[src/rtl/mov_buf.sv]
// mov_buf: a WIDTH-bit, DEPTH-entry elastic FIFO with valid/ready handshakes on
// both sides. When bypass_en is set and the buffer is empty, a word can pass
// from in_data to out_data in the same cycle. If the consumer is stalled, that
// word is stored instead and presented on the next cycle. Bypass never
// overtakes stored data because it is only active while the buffer is empty.
module mov_buf #(
    parameter  int WIDTH = 32,
    parameter  int DEPTH = 4,
    localparam int AW    = $clog2(DEPTH)
) (
    input  logic             clk,
    input  logic             rst,
    input  logic             bypass_en,
    input  logic             in_valid,
    output logic             in_ready,
    input  logic [WIDTH-1:0] in_data,
    output logic             out_valid,
    input  logic             out_ready,
    output logic [WIDTH-1:0] out_data,
    output logic [AW:0]      count
);

    // Pointer and counter step constants, sized to their targets.
    localparam logic [AW-1:0] PTR_ONE  = AW'(1);
    localparam logic [AW:0]   CNT_ONE  = (AW + 1)'(1);
    localparam logic [AW:0]   CNT_ZERO = (AW + 1)'(0);
    localparam logic [AW:0]   CNT_FULL = (AW + 1)'(DEPTH);

    // Storage and bookkeeping state.
    logic [WIDTH-1:0] mem_r [DEPTH];
    logic [AW-1:0]    wr_ptr_r;
    logic [AW-1:0]    rd_ptr_r;
    logic [AW:0]      count_r;

    // Decoded per-cycle status and events.
    logic empty_s;
    logic full_s;
    logic thru_s;
    logic push_s;
    logic pop_s;

    // Status flags and handshake events, derived from the current occupancy.
    always_comb begin
        empty_s = (count_r == CNT_ZERO);
        full_s  = (count_r == CNT_FULL);
        // A word moving straight through must not also be stored. Pushes are
        // gated on ~full only, even when a pop happens in the same cycle, so
        // in_ready never depends on out_ready.
        thru_s  = bypass_en & empty_s & in_valid & out_ready;
        push_s  = in_valid & ~full_s & ~thru_s;
        pop_s   = ~empty_s & out_ready;
    end

    // Output-side muxing: stored data has priority, then bypass, else zero.
    always_comb begin
        in_ready  = ~full_s;
        out_valid = ~empty_s | (bypass_en & in_valid);
        count     = count_r;
        if (!empty_s) begin
            out_data = mem_r[rd_ptr_r];
        end else if (bypass_en) begin
            out_data = in_data;
        end else begin
            out_data = {WIDTH{1'b0}};
        end
    end

    // Storage write. Contents do not need a reset because count gates every read.
    always_ff @(posedge clk) begin
        if (push_s) begin
            mem_r[wr_ptr_r] <= in_data;
        end
    end

    // Write pointer. It wraps naturally because DEPTH is a power of two.
    always_ff @(posedge clk or posedge rst) begin
        if (rst) begin
            wr_ptr_r <= {AW{1'b0}};
        end else if (push_s) begin
            wr_ptr_r <= wr_ptr_r + PTR_ONE;
        end else begin
            wr_ptr_r <= wr_ptr_r;
        end
    end

    // Read pointer. It wraps naturally because DEPTH is a power of two.
    always_ff @(posedge clk or posedge rst) begin
        if (rst) begin
            rd_ptr_r <= {AW{1'b0}};
        end else if (pop_s) begin
            rd_ptr_r <= rd_ptr_r + PTR_ONE;
        end else begin
            rd_ptr_r <= rd_ptr_r;
        end
    end

    // Occupancy counter. A push and a pop in the same cycle cancel out.
    always_ff @(posedge clk or posedge rst) begin
        if (rst) begin
            count_r <= CNT_ZERO;
        end else begin
            case ({push_s, pop_s})
                2'b10:   count_r <= count_r + CNT_ONE;
                2'b01:   count_r <= count_r - CNT_ONE;
                default: count_r <= count_r;
            endcase
        end
    end

endmodule

[config.mk]
export PLATFORM = sky130hd
export DESIGN_NAME = mov_buf
export DESIGN_NICKNAME = d
export VERILOG_FILES = /design/src/rtl/mov_buf.sv
export SDC_FILE = /design/constraint.sdc
export NUM_CORES = 1
export LEC_CHECK = 0
export CAP_MARGIN = 0
export CORE_ASPECT_RATIO = 1.2
export CORE_MARGIN = 1.5
export CORE_UTILIZATION = 55
export DETAILED_ROUTE_END_ITERATION = 16
export PLACE_DENSITY = 0.8
export REMOVE_ABC_BUFFERS = 1
export SYNTH_ARGS = -nofsm -noshare
export SYNTH_HDL_FRONTEND = slang
export SYNTH_SLANG_ARGS = --single-unit
export TNS_END_PERCENT = 20
[constraint.sdc]
create_clock -name clk -period 2.2 [get_ports clk]
set_input_delay 0.22 -clock clk [delete_from_list [all_inputs] [get_ports clk]]
set_output_delay 0.22 -clock clk [all_outputs]
set_load 0.1 [all_outputs]
==> out/metrics.csv, run 1 <==
metric,value,unit
num_antenna_cells,0,
coreArea,9910,sq um
crit_arrival,2.01,ns
critical_path_class,reg -> out,
gp_congestion,0.7561,
cp-end-kind,primary output,
synth_top_area_share,0.6900,
dieHeight,113.2,um
port_buffers,73,
drv_cap,0,
drc,0,
status,"finished, violations left",
worstMarginPinSlew,0.4143,ns
cts_max_path_buffers,2,
num_rows,40,
clock.fmax,447.9,MHz
ant_nets,0,
design_area,8020,sq um
final_nets,476,
die_x,94.87,um
hold_slack,0.03328,ns
cts.sinks,135,
layout_setup_ws,-0.03267,ns
drive_gt1_frac,0.4484,
drt-total-wl,14130,um
synth_cell_types,26,
vias,3438,
yosys_register_bits,135,
cp_common_cell,buf_12,
clk_latency,0.42,ns
antenna_found_initial,0,
synth_cells,315,
finalCriticalPeriod,2.233,ns
crit_start,rd_ptr_r[0],
synth_area_leader_cell,edfxtp_1,
crit_path_max_fanout,11,
dp_hpwl,6488,um
postSynthAreaPerCell,17.68,sq um
wl_per_cell,24.71,um
finalSetupViolCount,3,
dr.first_iter.drc_count,326,
initial_core_util,0.5621,
overflow,0,
hold_viol_final,0,
setup-tns-final,-0.04116,ns
worstPathRequired,1.98,ns
cpPeakStageDelay,0.50,ns
cts_max_level,4,
synthTopCellsByArea,"edfxtp_1, mux4_2, nand2_1, dfrtp_1, o21ai_1",
violations,setup timing,
tritoncts,yes,
path_cells,"buf_12, buf_4, mux4_2, nand2_1, o21ai_4, buf_12",
grt_usage,0.2756,
hp-class,in -> async,
yosysWarnings,0,
grt_start_max_net_pins,34,
path_clk_slew,0.05,ns
maxSlewHeadroom,0.7238,
r2r_cells,10,
ctsRootBufferMaster,clkbuf_16,
timing.rr.start,count[1],
syn2layout_area_growth,43.98,%
cts_hold_buf,0,
cts_buffers,17,
grt_pass1_wl,20530,um
yosysSeqAreaShare,0.7215,
fin_worst_skew,0.01100,ns
grt_pass1_vias,3555,
rsz0062_at_grt,yes,
vias_per_cell,6.010,
syn_area,5570,sq um
startpoint_type,flip-flop,
slew_violations,0,
placed_cell_area,6848,sq um
critPathSlowestCell,mux4_2,
io_pins,74,
dieArea,10740,sq um
drt-pass1-iter-count,5,
min_period_over_period,1.015,
-- metrics by stage --
step	utilization	setup WS [ns]	cells
3_3_place_gp	0.6910	0.01726	514
2_1_floorplan	-	-1.726	296
5_1_grt	0.8093	-0.08813	572
4_1_cts	0.7903	-0.03691	565
6_report	0.8093	-0.03267	572
3_5_place_dp	0.6910	-0.06257	514
-- cell families after synthesis --
kind of cell               count (synthesis)  share of synthesized area
DFF                                      135                     0.7215
and+or+nand+nor                           73                    0.05368
AOI/OAI and AO/OA                         35                    0.03257
muxes                                     34                     0.1352
buffers and inverters                     26                    0.03280
xor gates and xnor gates                   6                   0.009436
adders and majority gates                  6                    0.01482
-- routing by layer --
layer	global-route usage	vias to the layer above	share of wire
met4	0.1224	0	0.031
li1	-	1459	-
met3	0.07460	37	0.071
met2	0.4586	189	0.54
met5	0	-	0
met1	0.3359	1753	0.36
-- placed cells by master (no fill, tap or decap), types with 2 or more instances in the layout --
cell type	instances
or3_4	2
clkdlybuf4s50_1	36
mux4_2	31
xor2_1	3
clkbuf_16	18
buf_12	45
inv_1	7
nand3_1	2
nand2_2	18
clkinv_2	4
and2_2	4
clkinv_1	6
ha_1	4
xnor2_1	3
o21ai_2	17
edfxtp_1	128
o21ai_4	14
bufinv_16	4
dfrtp_2	4
nand2_1	46
dfrtp_1	2
buf_4	32
-- synth_stat cells --
cell type,instances
fa_1,1
edfxtp_1,128
inv_1,7
nor2_1,1
and2_1,4
ha_1,5
dfrtp_1,7
mux4_1,3
xnor2_1,3
mux2_2,1
a21oi_1,1
clkbuf_1,7
buf_2,5
mux4_2,29
mux2i_1,1
buf_12,3
o21ai_1,28
xor2_1,3
nand3_1,2
o21ai_0,4
or3_4,1
a21o_1,1
buf_6,4
nand2_1,64
and2_4,1
o31a_1,1
-- sequential cells by signal (all words and copies together), names as in the netlist --
signal,flops
wr_ptr_r,2
rd_ptr_r,2
count,3
mem_r,128
-- critical path, delay by kind of cell, from the launching register on --
| kind | cells | cell delay, ns |
|---|---|---|
| buffers and inverters | 3 | 0.45 |
| and+or+nand+nor | 1 | 0.16 |
| DFF | 1 | 0.41 |
| muxes | 1 | 0.50 |
| AOI/OAI and AO/OA | 1 | 0.08 |
-- what timing repair did --
action	4_1_cts	5_1_grt
cloned	3	1
hold endpoints to repair	0	0
buffers inserted	17	7
pin swaps	3	14
setup endpoints to repair	25	33
resized for setup	47	32
-- path summary, 6_finish.rpt --
kind | end | slack, ns
hold reg to reg | wr_ptr_r[1] | 0.58
max in group asynchronous | rd_ptr_r[1] | 1.92
setup reg to reg | count[2] | 0.06
hold / removal | wr_ptr_r[0] | 0.03
min in group clk | mem_r[1][13] | 0.47
setup / recovery | out_data[27] | -0.03
-- cell type report --
type	count	area, sq um
Timing Repair Buffer	117	1570
Inverter	7	26.28
Multi-Input combinational cell	155	1647
Clock inverter	14	162.7
Tap cell	126	157.7
Fill cell	487	1889
Sequential cell	135	4028
Clock buffer	18	429.2
Power of run 1 is left out: the tool's default activity adds up to more than one toggle a clock period on the data nets, which glitch-free logic cannot reach.
==> run 2, diff against run 1 <==
- CORE_ASPECT_RATIO: 1.2 -> default
- SETUP_SLACK_MARGIN: default -> 0.3
==> out/metrics.csv, run 2 (synthesized netlist as in run 1, its figures left out) <==
metric,value,unit
final_cell_mix,"edfxtp_1, nand2_1, buf_12",
drv_cap,0,
vias,3302,
finalSetupViolCount,33,
critical_path_class,reg -> out,
ctsRootBufferMaster,clkbuf_8,
worstMarginPinSlew,0.4146,ns
maxSlewHeadroom,0.7236,
io_pins,74,
final_cells,571,
cp_top_family,multiplexers,
drive_gt1_frac,0.4498,
hold_path_depth,1,
fin_worst_skew,0.009280,ns
grt_start_max_net_pins,34,
finalCriticalPeriod,2.354,ns
top_register,mem_r,
grt_usage,0.2479,
cp_common_cell,buf_12,
mostFrequentLayoutCell,edfxtp_1,
clk_latency,0.51,ns
hp-class,in -> reg,
cts_max_level,4,
overflow,0,
seq_area,4026,sq um
crit_path_max_fanout,6,
port_buffers,73,
violations,setup timing,
status,"finished, violations left",
placed_cells,522,
cts_buffers,17,
vias_per_cell,5.783,
fill_cells,493,
wl_per_cell,23.01,um
cts_max_path_buffers,2,
gp_congestion,0.7915,
grt_pass1_wl,19510,um
tritoncts,yes,
drc,0,
die_x,103.6,um
num_rows,36,
path_cells,"buf_12, buf_8, mux4_2, nand2_1, o21ai_2, buf_12",
hold_viol_final,0,
final_nets,468,
path_buf_inv,3,
hold_slack,0.3833,ns
critPathSlowestCell,mux4_2,
dieHeight,103.6,um
path_clk_slew,0.06,ns
coreArea,9819,sq um
min_period_over_period,1.070,
syn2layout_area_growth,42.77,%
startpoint_type,flip-flop,
slew_violations,0,
initial_core_util,0.5673,
dr.first_iter.drc_count,236,
crit_arrival,2.13,ns
drt-total-wl,13140,um
cpPeakStageDelay,0.51,ns
cp-end-kind,primary output,
path_depth,6,
worstPathRequired,1.98,ns
antenna_found_initial,0,
num_antenna_cells,0,
drt-pass1-iter-count,5,
grt_pass1_vias,3537,
layout_setup_ws,-0.1541,ns
dieArea,10740,sq um
ant_nets,0,
dp_hpwl,6771,um
multi_input_area,1632,sq um
largest_reg_flops,128,
clock.fmax,424.8,MHz
r2r_cells,9,
cts.sinks,135,
rsz0062_at_grt,yes,
==> run 2: metrics by stage <==
| stage | TNS (ns) | utilization | instance area, sq um | worst slack [ns] |
|---|---|---|---|---|
| after floorplan | -79.19 | - | 5414 | -1.726 |
| after global placement | -0.08572 | 0.6978 | 6852 | -0.08572 |
| after detailed placement | -0.1683 | 0.6978 | 6852 | -0.1683 |
| after CTS | -3.731 | 0.7952 | 7809 | -0.1505 |
| after global routing | -5.461 | 0.8099 | 7953 | -0.2216 |
| final | -3.486 | 0.8099 | 7953 | -0.1541 |
==> run 2: worst paths after layout <==
| check | start | end | slack (ns) |
|---|---|---|---|
| max | rd_ptr_r[0] | out_data[10] | -0.15 |
| min | in_data[14] | mem_r[3][14] | 0.38 |
| max reg2reg | count[1] | count[2] | 0.10 |
| min reg2reg | wr_ptr_r[1] | wr_ptr_r[1] | 0.57 |
| max in group asynchronous | rst | rd_ptr_r[0] | 1.41 |
| min in group asynchronous | rst | count[1] | 0.51 |
==> run 2: area by class of cell <==
class / instances / share of cell area
flip-flops and latches: 135 / 0.5063
multi-input cells: 156 / 0.2052
repair buffers: 108 / 0.1897
clock buffers: 18 / 0.05255
clock inverters: 14 / 0.02203
well taps: 133 / 0.02093
inverters: 7 / 0.003304
==> run 2: worst reg2reg max path: stages, from the launching register on <==
cell and delay (ns):
dfrtp_2 0.44, buf_4 0.15, or3_4 0.44, and2_4 0.23
ha_4 0.16, inv_2 0.05, fa_2 0.18, xor2_1 0.14
nor2_1 0.06, xor2_1 0.14
==> run 2: layer usage <==
layer / routed length [um] / vias up / track usage
li1: - / 1442 / -
met1: 4890 / 1694 / 0.3103
met2: 7223 / 149 / 0.4138
met3: 798 / 17 / 0.06356
met4: 223 / 0 / 0.1071
met5: 0 / - / 0
==> run 2: timing repair <==
action | CTS | global route
gates resized for setup | 66 | 24
pin swaps | 16 | 15
gates cloned | 3 | 2
buffers inserted | 8 | 3
hold endpoints to repair | 7 | 0
hold buffers | 1 | 0
setup endpoints to repair | 35 | 35
Power of run 2 is left out for the same reason.
==> run 3, diff against run 2 <==
- CELL_PAD_IN_SITES_DETAIL_PLACEMENT: default -> 1
- CELL_PAD_IN_SITES_GLOBAL_PLACEMENT: default -> 1
- CORE_UTILIZATION: 55 -> 48
- CTS_BUF_LIST: default -> sky130_fd_sc_hd__clkbuf_2
- PLACE_DENSITY: 0.8 -> 0.81
==> out/metrics.csv, run 3 (synthesized netlist as in run 1, its figures left out) <==
metric,value,unit
drv_cap,0,
vias_per_cell,5.650,
gp_congestion,0.6887,
dieArea,12260,sq um
maxSlewHeadroom,0.6490,
hold_viol_final,0,
initial_core_util,0.4899,
io_pins,74,
ctsRootBufferMaster,clkbuf_2,
clock.fmax,391.2,MHz
cts_buffers,17,
dieHeight,110.7,um
drive_gt1_frac,0.4695,
clk_latency,0.68,ns
wl_per_cell,23.16,um
dp_hpwl,7163,um
met2_usage,0.3823,
crit_arrival,2.34,ns
final_nets,457,
drc,0,
grt_pass1_vias,3547,
cts_max_level,4,
rsz0062_at_grt,yes,
final_cells,569,
grt_usage,0.2295,
antenna_found_initial,0,
die_x,110.7,um
syn2layout_area_growth,36.41,%
port_buffers,73,
slew_violations,0,
min_period_over_period,1.162,
crit_path_max_fanout,6,
layout_setup_ws,-0.3562,ns
startpoint_type,flip-flop,
ant_nets,0,
largest_reg_flops,128,
drt-total-wl,13180,um
worstPathRequired,1.98,ns
num_rows,39,
use_met3,0.05085,
cts.sinks,135,
drt-pass1-iter-count,6,
grt_busiest_layer,met2,
tritoncts,yes,
overflow,0,
hold_slack,0.1768,ns
worstMarginPinSlew,0.5265,ns
cp-end-kind,primary output,
finalCriticalPeriod,2.556,ns
grt_use_met1,0.2989,
hp-class,in -> reg,
grt_pass1_wl,20470,um
vias,3215,
mostFrequentLayoutCell,edfxtp_1,
finalSetupViolCount,33,
top_register,mem_r,
placed_cells,520,
cts_max_path_buffers,2,
final_cell_mix,"edfxtp_1, buf_12, nand2_1, clkdlybuf4s50_1, mux4_2",
status,"finished, violations left",
dr.first_iter.drc_count,187,
grt_start_max_net_pins,40,
fin_worst_skew,0.02976,ns
coreArea,11370,sq um
num_antenna_cells,0,
path_clk_slew,0.22,ns
violations,setup timing,
critical_path_class,reg -> out,
==> run 3: worst paths after layout <==
path / from / to / slack (ns) / cells after the start
max: rd_ptr_r[0] / out_data[29] / -0.36 / 7
min: in_data[30] / mem_r[3][30] / 0.18 / 1
max reg2reg: count[1] / count[2] / 0.09 / 9
min reg2reg: count[2] / count[2] / 0.61 / 2
max in group asynchronous: rst / rd_ptr_r[0] / 1.61 / 3
min in group asynchronous: rst / rd_ptr_r[1] / 0.35 / 3
==> run 3: layout make-up <==
cell class / instances / area, sq um
Clock buffer: 18 / 90.09
Inverter: 7 / 28.78
Multi-Input combinational cell: 154 / 1599
Fill cell: 993 / 3771
Clock inverter: 13 / 227.7
Tap cell: 143 / 178.9
Sequential cell: 135 / 4023
Timing Repair Buffer: 99 / 1451
==> run 3: routing by layer <==
metal  wire length [um]  part of all wire
met5                  0                 0
met2               6797              0.52
met4                357             0.027
met3                631             0.048
met1               5390              0.41
==> run 3: critical path, cell delays in order (launching register included) <==
cell and delay [ns]:
dfrtp_2 0.45, buf_12 0.13, buf_12 0.12, buf_12 0.13, mux4_2 0.52, nand2_2 0.10, o21ai_2 0.07, buf_12 0.17
==> run 3: through the flow <==
stage                     setup TNS [ns]  area (sq um)    util  setup slack [ns]
final                             -9.800          7599  0.6683           -0.3562
after global routing              -14.15          7599  0.6683           -0.5010
after CTS                         -11.51          7527  0.6620           -0.3900
after detailed placement          -13.37          6744  0.5932           -0.1338
after global placement            -3.707          6744  0.5932          -0.03892
after floorplan                   -79.19          5414       -            -1.726
==> run 3: what timing repair did <==
action | CTS | global route
gates resized for setup | 82 | 22
setup buffers | 12 | 2
hold buffers | 1 | 0
cloned | 3 | 0
endpoints found under the setup margin | 164 | 164
endpoints found under the hold margin | 7 | 0
pin swaps | 20 | 13
Power of run 3 is left out for the same reason.
